### config.mk
export PLATFORM = sky130hd
export DESIGN_NAME = egress_pkt_arbiter
export DESIGN_NICKNAME = d
export VERILOG_FILES = /design/src/rtl/egress_pkt_arbiter.sv
export SDC_FILE = /design/constraint.sdc
export NUM_CORES = 1
export LEC_CHECK = 0
export ABC_AREA = 0
export ABC_CLOCK_PERIOD_IN_PS = 3450
export BUFFER_PORTS_ARGS = -buffer_cell sky130_fd_sc_hd__buf_2
export CORE_AREA = 2 2 368 370
export CTS_BUF_LIST = sky130_fd_sc_hd__clkbuf_8 sky130_fd_sc_hd__clkbuf_16
export CTS_CLUSTER_DIAMETER = 120
export DETAILED_ROUTE_END_ITERATION = 7
export DIE_AREA = 0 0 370 372
export PLACE_DENSITY = 0.43
export SLEW_MARGIN = 20
export SYNTH_ARGS = -nofsm -noshare
export SYNTH_HDL_FRONTEND = slang
export SYNTH_SLANG_ARGS = --single-unit
### constraint.sdc
create_clock -name clk -period 3.45 [get_ports clk]
set_input_delay 0.69 -clock clk [delete_from_list [all_inputs] [get_ports clk]]
set_output_delay 0.69 -clock clk [all_outputs]
set_load 0.1 [all_outputs]
### src/rtl/egress_pkt_arbiter.sv
// Packet-granular round-robin arbiter draining two FWFT egress queues into one tx channel.
// Also keeps per-source packet counters and a saturating framing-error counter.
module egress_pkt_arbiter #(
  parameter int unsigned DATA_WIDTH  = 256,
  parameter int unsigned KEEP_WIDTH  = 8,
  parameter int unsigned USER_WIDTH  = 16,
  parameter int unsigned QUEUE_WIDTH = 288
) (
  input  logic                   clk,
  input  logic                   rst,
  input  logic                   i_enable,
  input  logic                   i_src0_empty,
  output logic                   o_src0_rd_en,
  input  logic [QUEUE_WIDTH-1:0] iv_src0_data,
  input  logic                   i_src1_empty,
  output logic                   o_src1_rd_en,
  input  logic [QUEUE_WIDTH-1:0] iv_src1_data,
  output logic                   o_tx_pkt_valid,
  output logic                   o_tx_pkt_start,
  output logic                   o_tx_pkt_end,
  output logic [USER_WIDTH-1:0]  ov_tx_pkt_user,
  output logic [KEEP_WIDTH-1:0]  ov_tx_pkt_keep,
  output logic [DATA_WIDTH-1:0]  ov_tx_pkt_data,
  input  logic                   i_tx_pkt_ready,
  output logic                   o_busy,
  output logic [31:0]            ov_src0_pkt_cnt,
  output logic [31:0]            ov_src1_pkt_cnt,
  output logic [15:0]            ov_err_cnt
);

  localparam int unsigned KEEP_LSB  = DATA_WIDTH;
  localparam int unsigned USER_LSB  = KEEP_LSB + KEEP_WIDTH;
  localparam int unsigned START_BIT = USER_LSB + USER_WIDTH;
  localparam int unsigned END_BIT   = START_BIT + 1;
  localparam int unsigned CNT_W     = 32;
  localparam int unsigned ERR_W     = 16;

  typedef enum logic [0:0] {
    ST_IDLE = 1'b0,
    ST_XFER = 1'b1
  } state_e;

  state_e                  state_q, state_d;
  logic                    grant_q, grant_d;
  logic                    last_grant_q, last_grant_d;
  logic                    first_beat_q, first_beat_d;
  logic                    valid_q, valid_d;
  logic                    start_q, start_d;
  logic                    end_q, end_d;
  logic [USER_WIDTH-1:0]   user_q, user_d;
  logic [KEEP_WIDTH-1:0]   keep_q, keep_d;
  logic [DATA_WIDTH-1:0]   data_q, data_d;
  logic [CNT_W-1:0]        src0_cnt_q, src0_cnt_d;
  logic [CNT_W-1:0]        src1_cnt_q, src1_cnt_d;
  logic [ERR_W-1:0]        err_cnt_q, err_cnt_d;
  logic                    busy_q, busy_d;

  logic                    pop_c;
  logic                    head_empty_c;
  logic [QUEUE_WIDTH-1:0]  head_c;

  // Reserved word bits carry no meaning here.
  logic unused_rsvd;
  assign unused_rsvd = ^{iv_src0_data[QUEUE_WIDTH-1:END_BIT+1], iv_src1_data[QUEUE_WIDTH-1:END_BIT+1]};

  assign head_c       = grant_q ? iv_src1_data : iv_src0_data;
  assign head_empty_c = grant_q ? i_src1_empty : i_src0_empty;

  // Arbitration, pop, framing and counter next-state logic.
  always_comb begin
    state_d      = state_q;
    grant_d      = grant_q;
    last_grant_d = last_grant_q;
    first_beat_d = first_beat_q;
    valid_d      = valid_q;
    start_d      = start_q;
    end_d        = end_q;
    user_d       = user_q;
    keep_d       = keep_q;
    data_d       = data_q;
    src0_cnt_d   = src0_cnt_q;
    src1_cnt_d   = src1_cnt_q;
    err_cnt_d    = err_cnt_q;
    pop_c        = 1'b0;

    if (valid_q && i_tx_pkt_ready) begin
      valid_d = 1'b0;
    end

    unique case (state_q)
      ST_IDLE: begin
        if (i_enable && (!i_src0_empty || !i_src1_empty)) begin
          if (!i_src0_empty && !i_src1_empty) begin
            grant_d = ~last_grant_q;
          end else begin
            grant_d = i_src0_empty;
          end
          first_beat_d = 1'b1;
          state_d      = ST_XFER;
        end
      end
      ST_XFER: begin
        pop_c = !head_empty_c && (!valid_q || i_tx_pkt_ready);
        if (pop_c) begin
          if (first_beat_q && !head_c[START_BIT]) begin
            // Orphan mid-packet word: drop it and keep hunting for a start.
            if (err_cnt_q != {ERR_W{1'b1}}) begin
              err_cnt_d = err_cnt_q + ERR_W'(1);
            end
          end else begin
            valid_d      = 1'b1;
            data_d       = head_c[DATA_WIDTH-1:0];
            keep_d       = head_c[KEEP_LSB +: KEEP_WIDTH];
            user_d       = head_c[USER_LSB +: USER_WIDTH];
            start_d      = head_c[START_BIT];
            end_d        = head_c[END_BIT];
            first_beat_d = 1'b0;
            if (head_c[END_BIT]) begin
              last_grant_d = grant_q;
              state_d      = ST_IDLE;
              if (grant_q) begin
                src1_cnt_d = src1_cnt_q + CNT_W'(1);
              end else begin
                src0_cnt_d = src0_cnt_q + CNT_W'(1);
              end
            end
          end
        end
      end
      default: begin
        state_d = ST_IDLE;
      end
    endcase

    busy_d = (state_d != ST_IDLE) || valid_d;
  end

  always_ff @(posedge clk) begin
    if (rst) begin
      state_q      <= ST_IDLE;
      grant_q      <= 1'b0;
      last_grant_q <= 1'b1;
      first_beat_q <= 1'b1;
      valid_q      <= 1'b0;
      start_q      <= 1'b0;
      end_q        <= 1'b0;
      user_q       <= '0;
      keep_q       <= '0;
      data_q       <= '0;
      src0_cnt_q   <= '0;
      src1_cnt_q   <= '0;
      err_cnt_q    <= '0;
      busy_q       <= 1'b0;
    end else begin
      state_q      <= state_d;
      grant_q      <= grant_d;
      last_grant_q <= last_grant_d;
      first_beat_q <= first_beat_d;
      valid_q      <= valid_d;
      start_q      <= start_d;
      end_q        <= end_d;
      user_q       <= user_d;
      keep_q       <= keep_d;
      data_q       <= data_d;
      src0_cnt_q   <= src0_cnt_d;
      src1_cnt_q   <= src1_cnt_d;
      err_cnt_q    <= err_cnt_d;
      busy_q       <= busy_d;
    end
  end

  // FIFO pops must land in the same cycle as the head word is consumed.
  assign o_src0_rd_en    = pop_c && !grant_q;
  assign o_src1_rd_en    = pop_c && grant_q;

  assign o_tx_pkt_valid  = valid_q;
  assign o_tx_pkt_start  = start_q;
  assign o_tx_pkt_end    = end_q;
  assign ov_tx_pkt_user  = user_q;
  assign ov_tx_pkt_keep  = keep_q;
  assign ov_tx_pkt_data  = data_q;
  assign o_busy          = busy_q;
  assign ov_src0_pkt_cnt = src0_cnt_q;
  assign ov_src1_pkt_cnt = src1_cnt_q;
  assign ov_err_cnt      = err_cnt_q;

endmodule

==> results of run 1 <==
final timing paths:
check / to / slack (ns) / cells past startpoint
max: o_src1_rd_en / 0.38 / 5
min: ov_tx_pkt_user[2] / 0.40 / 3
max reg2reg: ov_tx_pkt_data[88] / 0.82 / 4
min reg2reg: o_tx_pkt_start / 0.47 / 2
routing by layer:
| metal | up-vias | track usage | wire length, um |
|---|---|---|---|
| met5 | - | 0 | 20 |
| met4 | 2 | 0.0349 | 2390 |
| met3 | 88 | 0.0301 | 5880 |
| met2 | 617 | 0.193 | 39700 |
| met1 | 7457 | 0.140 | 35200 |
| li1 | 8212 | - | - |
worst min-delay path: cells and delay by family:
family	cells	cell delay, ns
mux	1	0.11
compound gates	1	0.08
buf+inv	1	0.09
cell families after synthesis:
logic type                 after synthesis  synth area share
xor gates and xnor gates                51            0.0273
and+or+nand+nor                        548             0.152
buffers and inverters                  164            0.0405
DFF                                    368             0.451
adders and majority gates                3           0.00230
AOI/OAI and AO/OA                      339             0.149
muxes                                  288             0.178
cells in the final DEF, fill, tap and decap left out, types with 4 or more instances in the layout:
| master | n |
|---|---|
| a211oi_1 | 281 |
| clkbuf_16 | 48 |
| xor2_1 | 7 |
| and3_1 | 12 |
| buf_2 | 933 |
| nand2_1 | 33 |
| a21oi_1 | 29 |
| nor2_1 | 346 |
| or4_1 | 4 |
| nor2b_1 | 7 |
| or3_1 | 20 |
| buf_12 | 11 |
| nor4_1 | 30 |
| and2_1 | 5 |
| o21ai_0 | 18 |
| mux2_2 | 5 |
| nand3_1 | 30 |
| dfxtp_1 | 367 |
| nand4_1 | 28 |
| nor3_1 | 12 |
| buf_4 | 43 |
| inv_1 | 15 |
| mux2i_1 | 281 |
| clkinv_2 | 9 |
| clkbuf_8 | 14 |
| bufinv_16 | 7 |
| xnor2_1 | 44 |
| and4_1 | 11 |
registers in the layout, summed over array words and instances, names as in the netlist, 8 cells and up:
signal           cells
ov_err_cnt          16
ov_tx_pkt_user      16
ov_src0_pkt_cnt     32
ov_tx_pkt_keep       8
ov_tx_pkt_data     256
ov_src1_pkt_cnt     32
final cells by class:
| cell class | count | area (um2) |
|---|---|---|
| Clock buffer | 62 | 1390 |
| Antenna cell | 3 | 7.51 |
| Tap cell | 1781 | 2230 |
| Sequential cell | 368 | 7370 |
| Clock inverter | 27 | 343 |
| Fill cell | 15200 | 109000 |
| Multi-Input combinational cell | 1229 | 8330 |
| Timing Repair Buffer | 988 | 5230 |
| Inverter | 10 | 37.5 |
per-stage QoR:
step | hold WS [ns] | power [mW]
after global placement | 0.441 | 7.74
after floorplan | 0.437 | 6.76
after global routing | 0.358 | 13.7
after CTS | 0.338 | 13.4
after detailed placement | 0.458 | 7.76
final | 0.404 | 13.1
where the power goes:
| group | switching [mW] | internal, mW |
|---|---|---|
| combinational | 2.30 | 0.765 |
| clock | 2.12 | 3.37 |
| sequential | 0.112 | 4.44 |
| total | 4.53 | 8.58 |
==> insert_results.sql, run 1 <==
INSERT INTO impl_metrics (metric_group, metric, value, unit) VALUES
('timing', 'finalSetupTns', '0', 'ns'),
('yosys', 'yosys-top-cells-count', 'dfxtp_1 (368), nor2_1 (346), a211oi_1 (281), mux2i_1 (281), clkbuf_1 (121)', ''),
('setup_path', 'largest_delay_share_family_worst_path', 'buffers and inverters', ''),
('route', 'vias', '16400', ''),
('route', 'routed_wirelength', '83200', 'um'),
('clock_tree', 'cts_hold_buf', '0', ''),
('setup_path', 'worst-setup-path-type', 'register to output pin', ''),
('timing', 'max_freq', '0.325', 'GHz'),
('timing', 'final_hold_vio_count', '0', ''),
('timing', 'clock-skew-final', '0.0208', 'ns'),
('yosys', 'synth-edff-count', '0', ''),
('floorplanning', 'core.rowCount', '135', ''),
('clock_tree', 'cts-buffers-inserted', '48', ''),
('power_and_ir_drop', 'vdd.ir_drop.worst', '0.336', 'mV'),
('route', 'avgViaCountPerCell', '3.67', ''),
('timing', 'worst_max_slew_pin_slew', '0.882', 'ns'),
('outcome', 'run_status', 'finished clean', ''),
('yosys', 'avgSynthCellArea', '9.28', 'um2'),
('timing', 'layout_min_cycle_time', '3.07', 'ns'),
('route', 'drt_pass1_iterations', '7', ''),
('min_path', 'min-delay-start', 'iv_src0_data[266]', ''),
('floorplanning', 'design.die.area', '138000', 'um2'),
('yosys', 'synth-main-ff-cell', 'dfxtp_1', ''),
('clock_tree', 'h-tree-depth', '2', ''),
('grt', 'grt_start_max_net_pins', '136', ''),
('grt', 'gr-usage-all-layers', '0.114', ''),
('cells_and_area', 'final_cells', '4468', ''),
('clock_tree', 'clkSinkCount', '368', ''),
('yosys', 'synth_seq_area_share', '0.451', ''),
('placed_design', 'post_dp_area', '23200', 'um2'),
('grt', 'grt_antenna_before_repair', '7', ''),
('setup_path', 'crit_chain', 'mux2i_4, and3_1, buf_4, and2_1, buf_2', ''),
('yosys', 'ys_ff_latch', '368', ''),
('placed_design', 'gp_routability_congestion', '0.809', ''),
('yosys', 'yosysWarningCount', '0', ''),
('min_path', 'hold_path_class', 'input port to register', ''),
('placed_design', 'place.detailed.instances', '4376', ''),
('cells_and_area', 'layout.nets', '3230', ''),
('floorplanning', 'ios', '948', ''),
('floorplanning', 'floorplan.initialDensity', '0.122', ''),
('floorplanning', 'die_y', '372', 'um'),
('grt', 'first_global_vias', '15700', ''),
('yosys', 'synth.lib_cells_used.distinct', '44', ''),
('setup_path', 'path_max_fanout', '12', ''),
('power_and_ir_drop', 'pwr_density_cell', '526', 'nW/um2'),
('clock_tree', 'clk-insertion-delay-late', '0.63', 'ns'),
('grt', 'first_pass_grt_wire_length', '113000', 'um'),
('yosys', 'synth_nets', '2346', ''),
('cells_and_area', 'fraction_of_layout_cells_with_a_size_suffix_above_1', '0.405', ''),
('setup_path', 'worst_ep_arrival_time', '2.38', 'ns'),
('yosys', 'netlist_top_cells_area', 'dfxtp_1 (45%), mux2i_1 (17%), a211oi_1 (13%)', ''),
('clock_tree', 'clock_buffer_depth', '3', ''),
('placed_design', 'dpl_worst_slack', '0.720', 'ns'),
('timing', 'max_slew_margin', '0.407', ''),
('timing', 'finalSetupViolations', '0', ''),
('route', 'postRouteAntennaNets', '0', ''),
('yosys', 'synth.largest_area_cell', 'dfxtp_1', ''),
('timing', 'slew_violations', '0', ''),
('timing', 'rsz_0062_raised_after_global_routing', 'false', ''),
('clock_tree', 'clk_transition_reported_paths', '0.06', 'ns'),
('setup_path', 'cp-start-kind', 'register', ''),
('yosys', 'synth.most_common_cell', 'dfxtp_1', ''),
('yosys', 'area_of_the_mapped_netlist', '16300', 'um2'),
('route', 'drc_errors', '0', ''),
('grt', 'globalRouteOverflowTotal', '0', ''),
('clock_tree', 'cts_repair_resize_count', '0', ''),
('placed_design', 'io_buffer_count', '935', ''),
('placed_design', 'hpwlAfterDp', '68200', 'um'),
('yosys', 'synth_async_sr_flop_share', '0', ''),
('setup_path', 'worstSetupEndpointType', 'output pin', ''),
('setup_path', 'critPathMaxStageDelay', '0.52', 'ns');
No activity file was read; power rests on OpenSTA's default activity.
==> inputs of run 2 (changes only) <==
Settings changed: ABC_AREA 0 to 1, CORE_AREA 2 2 368 370 to 2 2 366 368, DIE_AREA 0 0 370 372 to 0 0 368 370, PLACE_DENSITY 0.43 to 0.44.
==> insert_results.sql, run 2 <==
INSERT INTO impl_metrics (metric_group, metric, value, unit) VALUES
('yosys', 'area_of_the_mapped_netlist', '17600', 'um2'),
('job', 'timing.max_cap.violations', '0', ''),
('timing', 'slew_violations', '0', ''),
('route', 'wl_per_cell', '18.0', 'um'),
('cells_and_area', 'syn2layout_area_growth', '45.6', '%'),
('timing', 'layout_min_cycle_time', '2.76', 'ns'),
('setup_path', 'cp-start-kind', 'register', ''),
('timing', 'rsz_0062_raised_after_global_routing', 'false', ''),
('floorplanning', 'design.die.area', '136000', 'um2'),
('timing', 'worst_hold_slack', '0.400', 'ns'),
('setup_path', 'critPathMaxStageDelay', '0.42', 'ns'),
('timing', 'final_hold_vio_count', '0', ''),
('setup_path', 'crit_path_start', 'grant_q', ''),
('power_and_ir_drop', 'vdd.ir_drop.worst', '0.329', 'mV'),
('yosys', 'synth-main-ff-cell', 'dfxtp_1', ''),
('yosys', 'synth.largest_area_cell', 'dfxtp_1', ''),
('power_and_ir_drop', 'static-leakage-power', '13.7', 'nW'),
('floorplanning', 'fp.coreArea', '132000', 'um2'),
('floorplanning', 'ios', '948', ''),
('route', 'avgViaCountPerCell', '3.93', ''),
('cells_and_area', 'fin_area', '25600', 'um2'),
('clock_tree', 'cts_repair_resize_count', '0', ''),
('clock_tree', 'clock_buffer_depth', '3', ''),
('yosys', 'ys_ff_latch', '368', ''),
('timing', 'setup_ws', '0.686', 'ns'),
('placed_design', 'dpl_worst_slack', '0.759', 'ns'),
('cells_and_area', 'largest_register_ff_count', '256', ''),
('yosys', 'synth-edff-count', '0', ''),
('setup_path', 'most_frequent_cell_on_the_critical_path', 'nand2_2', ''),
('setup_path', 'path_max_fanout', '19', ''),
('clock_tree', 'clkSinkCount', '368', ''),
('yosys', 'yosys-top-cells-count', 'nand2_1 (797), dfxtp_1 (368), nand3_1 (353), o211a_1 (280), nor2_1 (182)', ''),
('min_path', 'hold_path_class', 'input port to register', ''),
('timing', 'clock-skew-final', '0.0218', 'ns'),
('timing', 'max_slew_margin', '0.370', ''),
('floorplanning', 'die_y', '370', 'um'),
('floorplanning', 'core.rowCount', '134', ''),
('placed_design', 'hpwlAfterDp', '71400', 'um'),
('setup_path', 'crit_chain', 'inv_8, nand2_2, nand2_2, nor2_4, inv_1, nor2_1, buf_12', ''),
('yosys', 'synth_async_sr_flop_share', '0', ''),
('setup_path', 'launch_point_of_the_worst_reg_to_reg_path', 'grant_q', ''),
('route', 'vias', '19700', ''),
('timing', 'max_freq', '0.362', 'GHz'),
('grt', 'grt_antenna_before_repair', '7', ''),
('power_and_ir_drop', 'pwr_density_cell', '484', 'nW/um2'),
('clock_tree', 'ctsRootBufferMaster', 'clkbuf_16', ''),
('route', 'drc_errors', '0', ''),
('cells_and_area', 'layout.nets', '3794', ''),
('route', 'postRouteAntennaNets', '0', ''),
('route', 'detailedRoute.firstIterationViolations', '1039', ''),
('grt', 'first_global_vias', '18500', ''),
('yosys', 'netlist_top_cells_area', 'dfxtp_1 (42%), nand2_1 (17%), o211a_1 (16%)', ''),
('power_and_ir_drop', 'total_power', '12.4', 'mW'),
('setup_path', 'worst_ep_arrival_time', '2.07', 'ns'),
('timing', 'period_share', '0.801', ''),
('setup_path', 'worst_path_max_delay_cell', 'dfxtp_4', ''),
('clock_tree', 'cts.repair_timing.setup_buffer_count', '0', ''),
('placed_design', 'io_buffer_count', '935', ''),
('clock_tree', 'h-tree-depth', '2', ''),
('floorplanning', 'floorplan.initialDensity', '0.133', ''),
('grt', 'globalRouteOverflowTotal', '0', ''),
('timing', 'finalSetupViolations', '0', ''),
('clock_tree', 'clock_tree_from_tritoncts', 'done', ''),
('yosys', 'synthCells', '2351', ''),
('cells_and_area', 'most_common_cell_after_layout_fill_and_taps_aside', 'buf_2', ''),
('grt', 'grt_start_max_net_pins', '149', ''),
('timing', 'worst_max_slew_pin_slew', '0.944', 'ns'),
('setup_path', 'critPathRequiredTime', '2.76', 'ns'),
('yosys', 'yosysWarningCount', '0', ''),
('cells_and_area', 'fraction_of_layout_cells_with_a_size_suffix_above_1', '0.331', ''),
('yosys', 'synth_nets', '2936', ''),
('grt', 'first_pass_grt_wire_length', '126000', 'um'),
('placed_design', 'post_dp_area', '24100', 'um2'),
('clock_tree', 'clk_transition_reported_paths', '0.06', 'ns'),
('yosys', 'synth_seq_area_share', '0.420', ''),
('outcome', 'run_status', 'finished clean', ''),
('clock_tree', 'clk-insertion-delay-late', '0.63', 'ns'),
('yosys', 'synth_top_area_frac', '0.420', ''),
('min_path', 'min-delay-start', 'iv_src0_data[57]', ''),
('setup_path', 'worstSetupEndpointType', 'output pin', ''),
('yosys', 'synth.lib_cells_used.distinct', '28', ''),
('route', 'drt_pass1_iterations', '5', ''),
('clock_tree', 'cts-buffers-inserted', '46', ''),
('grt', 'gr-usage-all-layers', '0.124', ''),
('cells_and_area', 'final_cell_mix', 'buf_2 (933), nand2_1 (797), dfxtp_1 (367)', ''),
('floorplanning', 'die_w', '368', 'um'),
('setup_path', 'worst-setup-path-type', 'register to output pin', ''),
('timing', 'finalSetupTns', '0', 'ns'),
('yosys', 'avgSynthCellArea', '7.47', 'um2'),
('clock_tree', 'cts_hold_buf', '0', ''),
('placed_design', 'gp_routability_congestion', '0.858', ''),
('yosys', 'synth.most_common_cell', 'nand2_1', ''),
('route', 'routed_wirelength', '90400', 'um');
[run 2: changes by cell type after synthesis, sizes merged, moves of 25 or more]
cell and change:
a21oi +25, nor2 -160, a211oi -280, clkbuf -31, nand3 +326, nor4 -31
inv +72, buf +51, xnor2 -44, mux2i -282, nand2 +767, o211a +280
[run 2: kinds of logic (layout without fill, tap and decap cells)]
kind of cell               after synthesis  count (layout)  share of synthesized area
AOI/OAI and AO/OA                      349             349                      0.180
xor gates and xnor gates                 4               4                    0.00199
adders and majority gates                3               3                    0.00214
buffers and inverters                  256            1147                     0.0721
DFF                                    368             368                      0.420
other                                    0               3                          0
and+or+nand+nor                       1371            1371                      0.324
[run 2: final cells by class]
| cell class | instances | area (um2) |
|---|---|---|
| antenna | 3 | 7.51 |
| clock buffer | 59 | 1340 |
| clock inverter | 22 | 149 |
| fill | 15200 | 107000 |
| inverter | 82 | 330 |
| multi-input combinational | 1727 | 8930 |
| sequential | 368 | 7370 |
| tap | 1768 | 2210 |
| timing repair buffer | 984 | 5230 |
[run 2: metrics by stage]
stage	instances	util
2_1_floorplan	2351	-
3_3_place_gp	4929	0.182
3_5_place_dp	4929	0.182
4_1_cts	5010	0.193
5_1_grt	5011	0.193
6_report	5013	0.193
[run 2: worst paths after layout]
kind                                       endpoint  slack, ns  cells after the start
worst min register to register       o_tx_pkt_start       0.47                      2
worst min-delay path             ov_tx_pkt_data[57]       0.40                      4
worst max-delay path                   o_src0_rd_en       0.69                      7
worst max register to register  ov_tx_pkt_data[166]       1.05                      9
[run 2: layer usage]
metal	routed length, um	up-vias	GRT usage
met2	42300	639	0.204
met1	38600	9298	0.156
met3	6990	88	0.0367
met4	2480	2	0.0385
li1	-	9652	-
met5	13	-	0
[run 2: critical path, delay by kind of cell, from the launching register on]
kind | cells | cell delay, ns
and+or+nand+nor | 4 | 0.54
buffers and inverters | 3 | 0.49
DFF | 1 | 0.42
[run 2: where the power goes]
| group | switching (mW) | internal [mW] | leakage [nW] |
|---|---|---|---|
| registers | 0.110 | 4.44 | 2.98 |
| logic | 2.30 | 0.683 | 9.97 |
| clock network | 2.10 | 2.74 | 0.776 |
==> inputs of run 3 (changes only) <==
Settings changed: ABC_AREA 1 to 0, ABC_CLOCK_PERIOD_IN_PS 3450 to 2300, CORE_AREA 2 2 366 368 to 2 2 369 371, DIE_AREA 0 0 368 370 to 0 0 371 373, PLACE_DENSITY 0.44 to 0.43.
Clock period 3.45 ns to 2.3 ns, I/O delays scaled along.
==> insert_results.sql, run 3 (same netlist as run 1, synthesis figures left out) <==
INSERT INTO impl_metrics (metric_group, metric, value, unit) VALUES
('grt', 'globalRouteOverflowTotal', '0', ''),
('setup_path', 'worst_ep_arrival_time', '1.86', 'ns'),
('outcome', 'run_status', 'finished, violations left', ''),
('route', 'vias', '16700', ''),
('cells_and_area', 'fraction_of_layout_cells_with_a_size_suffix_above_1', '0.441', ''),
('setup_path', 'largest_delay_share_family_worst_path', 'flip-flops', ''),
('route', 'highest-signal-layer', 'met5', ''),
('route', 'postRouteAntennaNets', '0', ''),
('power_and_ir_drop', 'p_switching', '6.71', 'mW'),
('job', 'timing.max_cap.violations', '0', ''),
('timing', 'clock-skew-final', '0.0211', 'ns'),
('clock_tree', 'clock_tree_from_tritoncts', 'done', ''),
('power_and_ir_drop', 'seq_power_share', '0.349', ''),
('cells_and_area', 'multiInputGateArea', '8370', 'um2'),
('timing', 'final_hold_vio_count', '0', ''),
('power_and_ir_drop', 'cell_internal_pwr', '12.8', 'mW'),
('placed_design', 'hpwlAfterDp', '69700', 'um'),
('setup_path', 'cp-start-kind', 'register', ''),
('clock_tree', 'h-tree-depth', '2', ''),
('power_and_ir_drop', 'pwr_density_cell', '766', 'nW/um2'),
('route', 'avgViaCountPerCell', '3.69', ''),
('placed_design', 'dpl_worst_slack', '-0.0140', 'ns'),
('grt', 'first_pass_grt_wire_length', '115000', 'um'),
('timing', 'layout_min_cycle_time', '2.32', 'ns'),
('clock_tree', 'clk-insertion-delay-late', '0.61', 'ns'),
('timing', 'rsz_0062_raised_after_global_routing', 'true', ''),
('min_path', 'hold_path_class', 'input port to register', ''),
('route', 'detailedRoute.firstIterationViolations', '763', ''),
('timing', 'finalSetupViolations', '1', ''),
('clock_tree', 'cts-buffers-inserted', '47', ''),
('route', 'routed-wl-met3', '7300', 'um'),
('placed_design', 'gp_routability_congestion', '0.848', ''),
('timing', 'period_share', '1.01', ''),
('timing', 'max_slew_margin', '0.358', ''),
('floorplanning', 'design.die.area', '138000', 'um2'),
('setup_path', 'critPathMaxStageDelay', '0.38', 'ns'),
('cells_and_area', 'layout.nets', '3284', ''),
('cells_and_area', 'largest_register_ff_count', '256', ''),
('grt', 'first_global_vias', '15800', ''),
('setup_path', 'cp_buf_inv_count', '2', ''),
('route', 'wl_per_cell', '18.7', 'um'),
('timing', 'worst_hold_slack', '0.188', 'ns'),
('floorplanning', 'ios', '948', ''),
('floorplanning', 'core.rowCount', '135', ''),
('grt', 'grt_antenna_before_repair', '16', ''),
('route', 'route.layer.met1.wl', '34800', 'um'),
('timing', 'slew_violations', '0', ''),
('setup_path', 'path_max_fanout', '3', ''),
('placed_design', 'io_buffer_count', '935', ''),
('power_and_ir_drop', 'static-leakage-power', '10.6', 'nW'),
('route', 'drc_errors', '0', ''),
('setup_path', 'worst-setup-path-type', 'register to output pin', ''),
('cells_and_area', 'final_cell_mix', 'buf_2 (932), nor2_1 (345), dfxtp_1 (300)', ''),
('timing', 'setup_ws', '-0.0182', 'ns'),
('floorplanning', 'fp.coreArea', '135000', 'um2'),
('cells_and_area', 'regArea', '7460', 'um2'),
('cells_and_area', 'most_common_cell_after_layout_fill_and_taps_aside', 'buf_2', ''),
('clock_tree', 'ctsRootBufferMaster', 'clkbuf_16', ''),
('cells_and_area', 'syn2layout_area_growth', '56.1', '%'),
('setup_path', 'worst_path_max_delay_cell', 'dfxtp_4', ''),
('cells_and_area', 'fin_util', '0.189', ''),
('grt', 'gr-usage-all-layers', '0.115', ''),
('power_and_ir_drop', 'clock_power_frac', '0.410', ''),
('power_and_ir_drop', 'swShare', '0.343', ''),
('setup_path', 'critPathRequiredTime', '1.84', 'ns'),
('route', 'wl_met2', '39200', 'um'),
('setup_path', 'worstSetupEndpointType', 'output pin', ''),
('outcome', 'violations', 'negative setup slack', ''),
('route', 'drt_pass1_iterations', '5', ''),
('route', 'routed_wirelength', '84300', 'um'),
('power_and_ir_drop', 'total_power', '19.5', 'mW'),
('power_and_ir_drop', 'pwr-share-comb', '0.241', ''),
('setup_path', 'crit_chain', 'mux2i_4, buf_6, and3_4, and2_4, buf_12', ''),
('floorplanning', 'die_y', '373', 'um'),
('clock_tree', 'clk_transition_reported_paths', '0.06', 'ns'),
('clock_tree', 'clock_buffer_depth', '3', ''),
('timing', 'max_freq', '0.431', 'GHz'),
('clock_tree', 'clkSinkCount', '368', ''),
('timing', 'finalSetupTns', '-0.0182', 'ns'),
('floorplanning', 'floorplan.initialDensity', '0.121', ''),
('cells_and_area', 'fillers', '15200', ''),
('floorplanning', 'die_w', '371', 'um'),
('timing', 'worst_max_slew_pin_slew', '0.963', 'ns'),
('grt', 'grt_start_max_net_pins', '95', ''),
('power_and_ir_drop', 'vdd.ir_drop.worst', '0.456', 'mV');
-- run 3: path summary, 6_finish.rpt --
check / slack (ns) / startpoint / end / cells past startpoint
max reg2reg: 0.10 / grant_q / ov_src1_pkt_cnt[17] / 8
min reg2reg: 0.49 / o_tx_pkt_start / o_tx_pkt_start / 2
min: 0.19 / iv_src0_data[56] / ov_tx_pkt_data[56] / 3
max: -0.02 / grant_q / o_src1_rd_en / 5
-- run 3: power by group through the flow --
stage	combinational [mW]	sequential, mW	clock [mW]
final	4.72	6.81	8.00
after global routing	4.97	6.85	8.58
after CTS	4.76	6.82	8.33
after detailed placement	4.73	6.95	0
after global placement	4.72	6.95	0
after floorplan	1.21	8.92	0
-- run 3: what timing repair did --
action / CTS / global route
endpoints found under the hold margin: 0 / 0
gates resized for setup: 6 / 6
hold buffers: 0 / 0
gates cloned: 0 / 1
pin swaps: 0 / 2
buffers inserted: 6 / 1
endpoints found under the setup margin: 2 / 30
-- run 3: through the flow --
| step | area (um2) | std cells |
|---|---|---|
| floorplan | 16400 | 1761 |
| global placement | 23700 | 4424 |
| detailed placement | 23700 | 4424 |
| CTS | 25400 | 4516 |
| global route | 25500 | 4518 |
| finish | 25500 | 4518 |
-- run 3: metal layers --
layer | track usage | vias up
met3 | 0.0405 | 125
li1 | - | 8314
met2 | 0.190 | 616
met4 | 0.0398 | 12
met5 | 0 | -
met1 | 0.137 | 7596
-- run 3: final cells by class --
cell class	count	share of cell area
Tap cell	1781	0.0874
Clock buffer	55	0.0513
Clock inverter	31	0.0140
Sequential cell	368	0.293
Inverter	10	0.00147
Multi-Input combinational cell	1229	0.328
Timing Repair Buffer	1043	0.225
Antenna cell	1	0.0000981
-- run 3: worst reg2reg max path, stage by stage (launching register included) --
cell and delay (ns):
dfxtp_4 0.38, mux2i_4 0.26, buf_6 0.13, buf_4 0.10, o2111ai_2 0.21, buf_4 0.22
buf_4 0.19, or4_1 0.51, a21oi_1 0.14
